--- src/rtl/dma_pkg.sv ---
// dma_pkg: shared types and register map for the DMA command queue
package dma_pkg;
  typedef enum logic [1:0] {
    CMD_NONE = 2'b00,
    CMD_D2S  = 2'b01,
    CMD_S2D  = 2'b10
  } cmd_e;

  localparam logic [2:0] REG_SRC    = 3'd0;
  localparam logic [2:0] REG_DST    = 3'd1;
  localparam logic [2:0] REG_WIDTH  = 3'd2;
  localparam logic [2:0] REG_CMD    = 3'd3;
  localparam logic [2:0] REG_STATUS = 3'd4;
  localparam logic [2:0] REG_DONE   = 3'd5;
  localparam logic [2:0] REG_FENCE  = 3'd6;

  typedef struct packed {
    logic [1:0]  kind;
    logic [31:0] src;
    logic [31:0] dst;
    logic [9:0]  width;
  } desc_t;

  typedef enum logic [1:0] {
    ST_IDLE,
    ST_ISSUE,
    ST_WAIT
  } state_e;
endpackage

--- src/rtl/dma_desc_fifo.sv ---
// dma_desc_fifo: power-of-two descriptor FIFO; push+pop together is legal even when full
module dma_desc_fifo
  import dma_pkg::*;
#(
  parameter int DEPTH = 4,
  localparam int AW = $clog2(DEPTH)
) (
  input  logic        clk,
  input  logic        reset,
  input  logic        push,
  input  logic        pop,
  input  desc_t       din,
  output desc_t       dout,
  output logic        full,
  output logic        empty,
  output logic [AW:0] count
);
  desc_t mem [DEPTH];
  logic [AW-1:0] wp, rp;

  assign dout  = mem[rp];
  assign full  = count == (AW+1)'(DEPTH);
  assign empty = count == '0;

  // storage, pointers and fill level; a full FIFO may push only because the caller pops in the same edge
  always_ff @(posedge clk or posedge reset)
    if (reset) begin
      wp    <= '0;
      rp    <= '0;
      count <= '0;
      for (int i = 0; i < DEPTH; i++) mem[i] <= '0;
    end else begin
      if (push) begin
        mem[wp] <= din;
        wp      <= wp + AW'(1);
      end
      if (pop) rp <= rp + AW'(1);
      count <= count + (AW+1)'(push) - (AW+1)'(pop);
    end
endmodule

--- src/rtl/dma_cmd_queue.sv ---
// dma_cmd_queue: MMIO descriptor queue and dispatch FSM in front of dma_ctrl
module dma_cmd_queue
  import dma_pkg::*;
#(
  parameter int DEPTH = 4,
  parameter int CNT_W = 16
) (
  input  logic        clk,
  input  logic        reset,
  input  logic        cpuSelect,
  input  logic        cpuWriteEnable,
  input  logic [4:0]  cpuAddr,
  input  logic [31:0] cpuWriteData,
  output logic [31:0] cpuReadData,
  output logic        cpuStall,
  output logic [1:0]  cmd,
  output logic [31:0] srcAddr,
  output logic [31:0] destAddr,
  output logic [9:0]  width,
  input  logic        dmaValid,
  output logic        busy
);
  localparam int AW = $clog2(DEPTH);

  logic [31:0] src_q, dst_q;
  logic [9:0] width_q;
  desc_t head, active;
  state_e state;
  logic [CNT_W-1:0] done_count;
  logic [AW:0] count;
  logic [2:0] reg_sel;
  logic err, full, empty, wr, push_req, push, pop, done_inc, done_clr, err_clr, unused;

  assign reg_sel  = cpuAddr[4:2];
  assign unused   = ^cpuAddr[1:0];
  assign wr       = cpuSelect & cpuWriteEnable;
  assign push_req = wr & reg_sel == REG_CMD &
                    (cpuWriteData == {30'd0, CMD_D2S} | cpuWriteData == {30'd0, CMD_S2D});
  assign pop      = state == ST_IDLE & !empty;
  assign push     = push_req & (!full | pop);
  assign busy     = !empty | state != ST_IDLE;
  assign cpuStall = (push_req & full & !pop) |
                    (cpuSelect & !cpuWriteEnable & reg_sel == REG_FENCE & busy);
  assign done_inc = (state == ST_ISSUE & active.width == '0) | (state == ST_WAIT & dmaValid);
  assign done_clr = wr & reg_sel == REG_DONE;
  assign err_clr  = wr & reg_sel == REG_STATUS & cpuWriteData[2];
  assign srcAddr  = active.src;
  assign destAddr = active.dst;
  assign width    = active.width;

  dma_desc_fifo #(.DEPTH(DEPTH)) u_fifo (
    .clk   (clk),
    .reset (reset),
    .push  (push),
    .pop   (pop),
    .din   ({cpuWriteData[1:0], src_q, dst_q, width_q}),
    .dout  (head),
    .full  (full),
    .empty (empty),
    .count (count)
  );

  // combinational register read-back; write-only and fence offsets read as zero
  always_comb begin
    cpuReadData = '0;
    case (reg_sel)
      REG_SRC:    cpuReadData = src_q;
      REG_DST:    cpuReadData = dst_q;
      REG_WIDTH:  cpuReadData = {22'd0, width_q};
      REG_STATUS: cpuReadData = {24'd0, 4'(count), 1'b0, err, full, busy};
      REG_DONE:   cpuReadData = 32'(done_count);
      default:    cpuReadData = '0;
    endcase
  end

  // staging registers, copied into the FIFO at push time
  always_ff @(posedge clk or posedge reset)
    if (reset) begin
      src_q   <= '0;
      dst_q   <= '0;
      width_q <= '0;
    end else begin
      if (wr & reg_sel == REG_SRC) src_q <= cpuWriteData;
      if (wr & reg_sel == REG_DST) dst_q <= cpuWriteData;
      if (wr & reg_sel == REG_WIDTH) width_q <= cpuWriteData[9:0];
    end

  // dispatch FSM: cmd is registered when the head is popped so it is high only during ISSUE
  always_ff @(posedge clk or posedge reset)
    if (reset) begin
      state      <= ST_IDLE;
      active     <= '0;
      cmd        <= CMD_NONE;
      done_count <= '0;
      err        <= 1'b0;
    end else begin
      case (state)
        ST_IDLE:
          if (pop) begin
            active <= head;
            cmd    <= head.width != '0 ? head.kind : CMD_NONE;
            state  <= ST_ISSUE;
          end
        ST_ISSUE: begin
          cmd   <= CMD_NONE;
          state <= active.width == '0 ? ST_IDLE : ST_WAIT;
        end
        ST_WAIT:  if (dmaValid) state <= ST_IDLE;
        default:  state <= ST_IDLE;
      endcase
      done_count <= done_clr ? '0 : done_count + {{(CNT_W-1){1'b0}}, done_inc};
      err        <= (dmaValid & state != ST_WAIT) | (err & !err_clr);
    end
endmodule

--- config.mk ---
export PLATFORM = sky130hd
export DESIGN_NAME = dma_cmd_queue
export DESIGN_NICKNAME = d
export VERILOG_FILES = /design/src/rtl/dma_pkg.sv /design/src/rtl/dma_desc_fifo.sv /design/src/rtl/dma_cmd_queue.sv
export SDC_FILE = /design/constraint.sdc
export NUM_CORES = 1
export LEC_CHECK = 0
export CAP_MARGIN = 40
export CORE_ASPECT_RATIO = 1.2
export CORE_MARGIN = 1.5
export CORE_UTILIZATION = 48
export DETAILED_ROUTE_END_ITERATION = 10
export PLACE_DENSITY_LB_ADDON = 0.25
export SLEW_MARGIN = 20
export SYNTH_ARGS = -nofsm -noshare
export SYNTH_HDL_FRONTEND = slang
export SYNTH_SLANG_ARGS = --single-unit
--- constraint.sdc ---
create_clock -name clk -period 21.2 [get_ports clk]
set_clock_uncertainty 0.05 [all_clocks]
set_input_delay 2.12 -clock clk [delete_from_list [all_inputs] [get_ports clk]]
set_output_delay 2.12 -clock clk [all_outputs]
set_load 0.1 [all_outputs]
==> results.md <==
- The maximum number of pins on one net before global-route repair is around 130.
- Setup violations remaining at the end of the flow were counted as 0.
- Of all nets on the critical path, the largest fanout is 4.
- The diode insertion count for antenna repair is 0.
- Setup repair after global routing left no endpoint under its margin.
- The worst setup path is launched from a primary input.
- The number of buffers added on ports is between 100 and 150.
- Counting the buffers created by CTS gives ~50.
- The min-delay analysis places its worst path in the category reg2reg.
- Row generation in the floorplan step produced 84 rows.
- The analysis attributes to cell leakage a power of about 13 nW.
- The number of detailed-routing iterations run before antenna repair is 7.
- For this configuration, the core starts out at a cell density of between 40% and 50%.
- After floorplanning, the core was sized to cover approximately 0.044 mm².
- The synthesized net count is 1550.
- After clock tree synthesis, the repair step resized 0 gates.
- The number of endpoints with negative hold slack in the final report is 0.
- For the worst setup path, the data arrival time is approximately 4.9 ns.
- In this run the power density over the cells is between 90 and 100 mW/mm².
- The sequential cells in the finished layout cover a total of ~0.012 mm².
- The total overflow left after global routing is 0.
- The area growth from synthesis to layout is 27.0%.
- For this run, design rule violations remaining after detail routing come to 0.
- TritonCTS built the clock tree.
- The count of warnings emitted by yosys is 0.
- The worst register-to-register path begins at width[0].
- For this block, the routed nets add up to a little over 50000 µm of wire.
- The endpoint class of the critical path is a primary output.
- After clock tree synthesis, the clock-pin slew on the worst setup and hold paths is around 0.06 ns.
- The register bit count reported by yosys is 480.
- The synthesized design contains 0 enable-type register cells.
- The number of max-slew violations in the final report is 0.
- After technology mapping, the gate count stands at 1499.
- The count of nets after finishing is ~1800.
- The worst register-to-register path has a setup slack of about 18 ns.
- A synthesized cell averages roughly 14 µm².
- The final critical-path required period is 7.08 ns.
- Cells fill 61.8% of the core in the end.
- The half-perimeter wire length after placement is around 33000 µm.
- The number of different library cells in the post-synthesis netlist is 43.
- In this run, post-CTS hold repair placed 0 buffers.
- The mapped cell area is between 0.02 and 0.025 mm².
- On the worst path, the slowest cell contributes a delay of roughly 0.70 ns.
- The signal on the critical path passes through clkdlybuf4s50_1 > nor4_1 > nand4_1 > nor3_1 > a22o_1 > clkdlybuf4s50_1 > buf_8.
- The number of nets with antenna violations after routing is 0.
- The routed length per instance is about 22 µm.
- The number of global-route vias before repair is 14100.
- The clock reaches the later pin of the worst-skew pair after between 0.5 and 0.6 ns.
- Adding up every negative setup slack in the final design gives 0 ns.
- The number of maximum-capacitance constraint violations is 0.
- The CTS H-tree depth is 2.
- The critical-path cell with the highest stage delay is nor4_1.
- The initial antenna violation count came to 0.
- The fraction of the yosys area taken by sequential cells is between 50% and 60%.
- In the final layout, the share of cells above drive strength 1 is 38.9%.
- The flow ran to the end, and the final reports show no timing, DRC or antenna violations.
- After synthesis, the share of flip-flops with an asynchronous set or reset is 100%.
- The die width is 196 µm.
- Using the TritonRoute via totals, the vias-per-cell ratio works out to roughly 5.6.
- The detailed-route via count is about 13000.
- Dividing the final minimum period by the clock period gives between 30 and 40%.
- The buffer levels on the longest clock path is 3.
- The clock tree root buffer cell is clkbuf_16.
- The total number of clock tree sinks is 480.
- Following the worst setup path forward leads to its endpoint at cpuStall.
- The required time of the critical path is 19.03 ns.
- The placer congestion estimate is between 0.8 and 0.9.
- The origin of the worst setup path is cpuWriteData[14].
- The area of the die is roughly 0.046 mm².
- Timing would allow up to between 0.1 and 0.15 GHz.
- The total global-route track usage is roughly 23%.
- The die span in y is 234 µm.
- The cell occurring most often along the worst timing path is clkdlybuf4s50_1.
- For the pin with the worst max-slew slack, the measured transition is just under 0.8 ns.
- The reg-to-reg endpoint is done_count[15].
- The first global-routing pass estimated a little over 80000 µm of wire.
- The depth of the most critical reg-to-reg path is 8.
- The commonest register cell after synthesis is dfrtp_1.
- Post-CTS timing repair inserted 0 buffers for setup.
- The multi-input gate area in the final layout is between 0.008 and 0.009 mm².
- VDD sags by at most between 0.07 and 0.08 mV.
- The number of top-level pins is around 150.
- The DRC marker count from the first detailed-route iteration is 760.
- The kind of critical path is in2out.
- The worst relative slew slack is 47.6%.
- The layout has around 3300 filler cells.
-- area by class of cell --
class	count	area share, %
clock buffers	71	5.42
clock inverters	18	1.09
inverters	15	0.235
multi-input cells	913	32.6
flip-flops and latches	480	44.3
well taps	559	2.58
repair buffers	294	13.8
-- layer usage --
metal,global-route usage [%],share of wire (%),vias up
met5,0,0,-
met4,6.63,2.2,0
met3,3.55,4.7,70
met2,38.3,49,369
met1,32.1,44,6988
li1,-,-,5843
-- synthesized netlist by cell type (6+ instances only) --
master / count / area share, %
xnor2_1: 12 / 0.49
nor4_1: 21 / 0.61
a21oi_1: 14 / 0.33
clkbuf_1: 36 / 0.63
buf_2: 29 / 0.68
nand3_1: 10 / 0.23
mux2_2: 260 / 14
a22o_1: 18 / 0.74
ha_1: 8 / 0.47
mux2_4: 120 / 8.4
dfrtp_1: 480 / 56
nor3_1: 8 / 0.19
nor2_1: 36 / 0.63
buf_1: 11 / 0.19
or4_1: 6 / 0.21
inv_1: 14 / 0.25
mux4_2: 80 / 8.4
mux2i_1: 11 / 0.51
nand2_1: 246 / 4.3
buf_6: 15 / 0.79
nand4_1: 7 / 0.20
o21ai_0: 15 / 0.35
-- stage by stage --
| step | hold WS, ns | instances | area, µm² | setup WS, ns | power [W] |
|---|---|---|---|---|---|
| 6_report | 0.426 | 2350 | 27200 | 14.12 | 0.00247 |
| 5_1_grt | 0.452 | 2350 | 27200 | 14.08 | 0.00257 |
| 4_1_cts | 0.430 | 2343 | 27000 | 14.05 | 0.00249 |
| 3_5_place_dp | 0.412 | 2254 | 25200 | 14.04 | 0.00155 |
| 3_3_place_gp | 0.409 | 2135 | 23300 | 13.65 | 0.00149 |
| 2_1_floorplan | 0.411 | 1499 | 21400 | 5.64 | 0.00135 |
-- critical path: cells and delay by family --
kind,cells,cell delay (ns)
and+or+nand+nor,3,1.27
buffers and inverters,3,1.28
AOI/OAI and AO/OA,1,0.24
-- sequential cells by signal, indices dropped and copies added (netlist names), 3 cells and up --
name	flops
width_q	10
dst_q	32
destAddr	32
width	10
srcAddr	32
u_fifo.mem	304
u_fifo.count	3
src_q	32
done_count	16
-- where the power goes --
group / leakage (nW) / internal, W / total [W] / switching [W]
combinational: 5.83 / 0.000188 / 0.000472 / 0.000284
sequential: 6.55 / 0.000963 / 0.00106 / 0.0000984
clock: 0.873 / 0.000578 / 0.000936 / 0.000358
total: 13.3 / 0.00173 / 0.00247 / 0.000740
-- how the worst min path moves through the flow --
| stage | slack [ns] | end | cells after the start | startpoint |
|---|---|---|---|---|
| after floorplan | 0.41 | err | 1 | err |
| after global placement | 0.41 | srcAddr[22] | 2 | srcAddr[22] |
| after detailed placement | 0.41 | destAddr[22] | 2 | destAddr[22] |
| after CTS | 0.43 | destAddr[13] | 2 | destAddr[13] |
| after global routing | 0.45 | destAddr[19] | 2 | destAddr[19] |
| final | 0.43 | srcAddr[2] | 2 | srcAddr[2] |
-- placed cells by master, fill, tap and decap left out, drive strengths merged, types with 7 or more instances in the layout --
cell type | netlist | final
a21oi | 14 | 14
a22o | 18 | 18
buf | 55 | 145
bufinv | 0 | 8
clkbuf | 36 | 71
clkdlybuf4s50 | 0 | 149
clkinv | 1 | 8
dfrtp | 480 | 480
ha | 8 | 8
inv | 14 | 16
mux2 | 380 | 380
mux2i | 11 | 11
mux4 | 80 | 80
nand2 | 246 | 246
nand3 | 10 | 10
nand4 | 7 | 7
nor2 | 36 | 36
nor3 | 8 | 8
nor4 | 21 | 21
o21ai | 15 | 15
xnor2 | 12 | 12
-- kinds of logic after synthesis --
logic type	after synthesis	share of synthesized area [%]
AO/OA/AOI/OAI	57	1.78
XOR/XNOR	17	0.696
adder cells (fa/ha/maj)	9	0.562
buffers and inverters	106	2.56
flip-flops	480	56.2
multiplexers	471	31.1
AND/OR/NAND/NOR	359	7.17
Power figures use the tool's default switching activity.
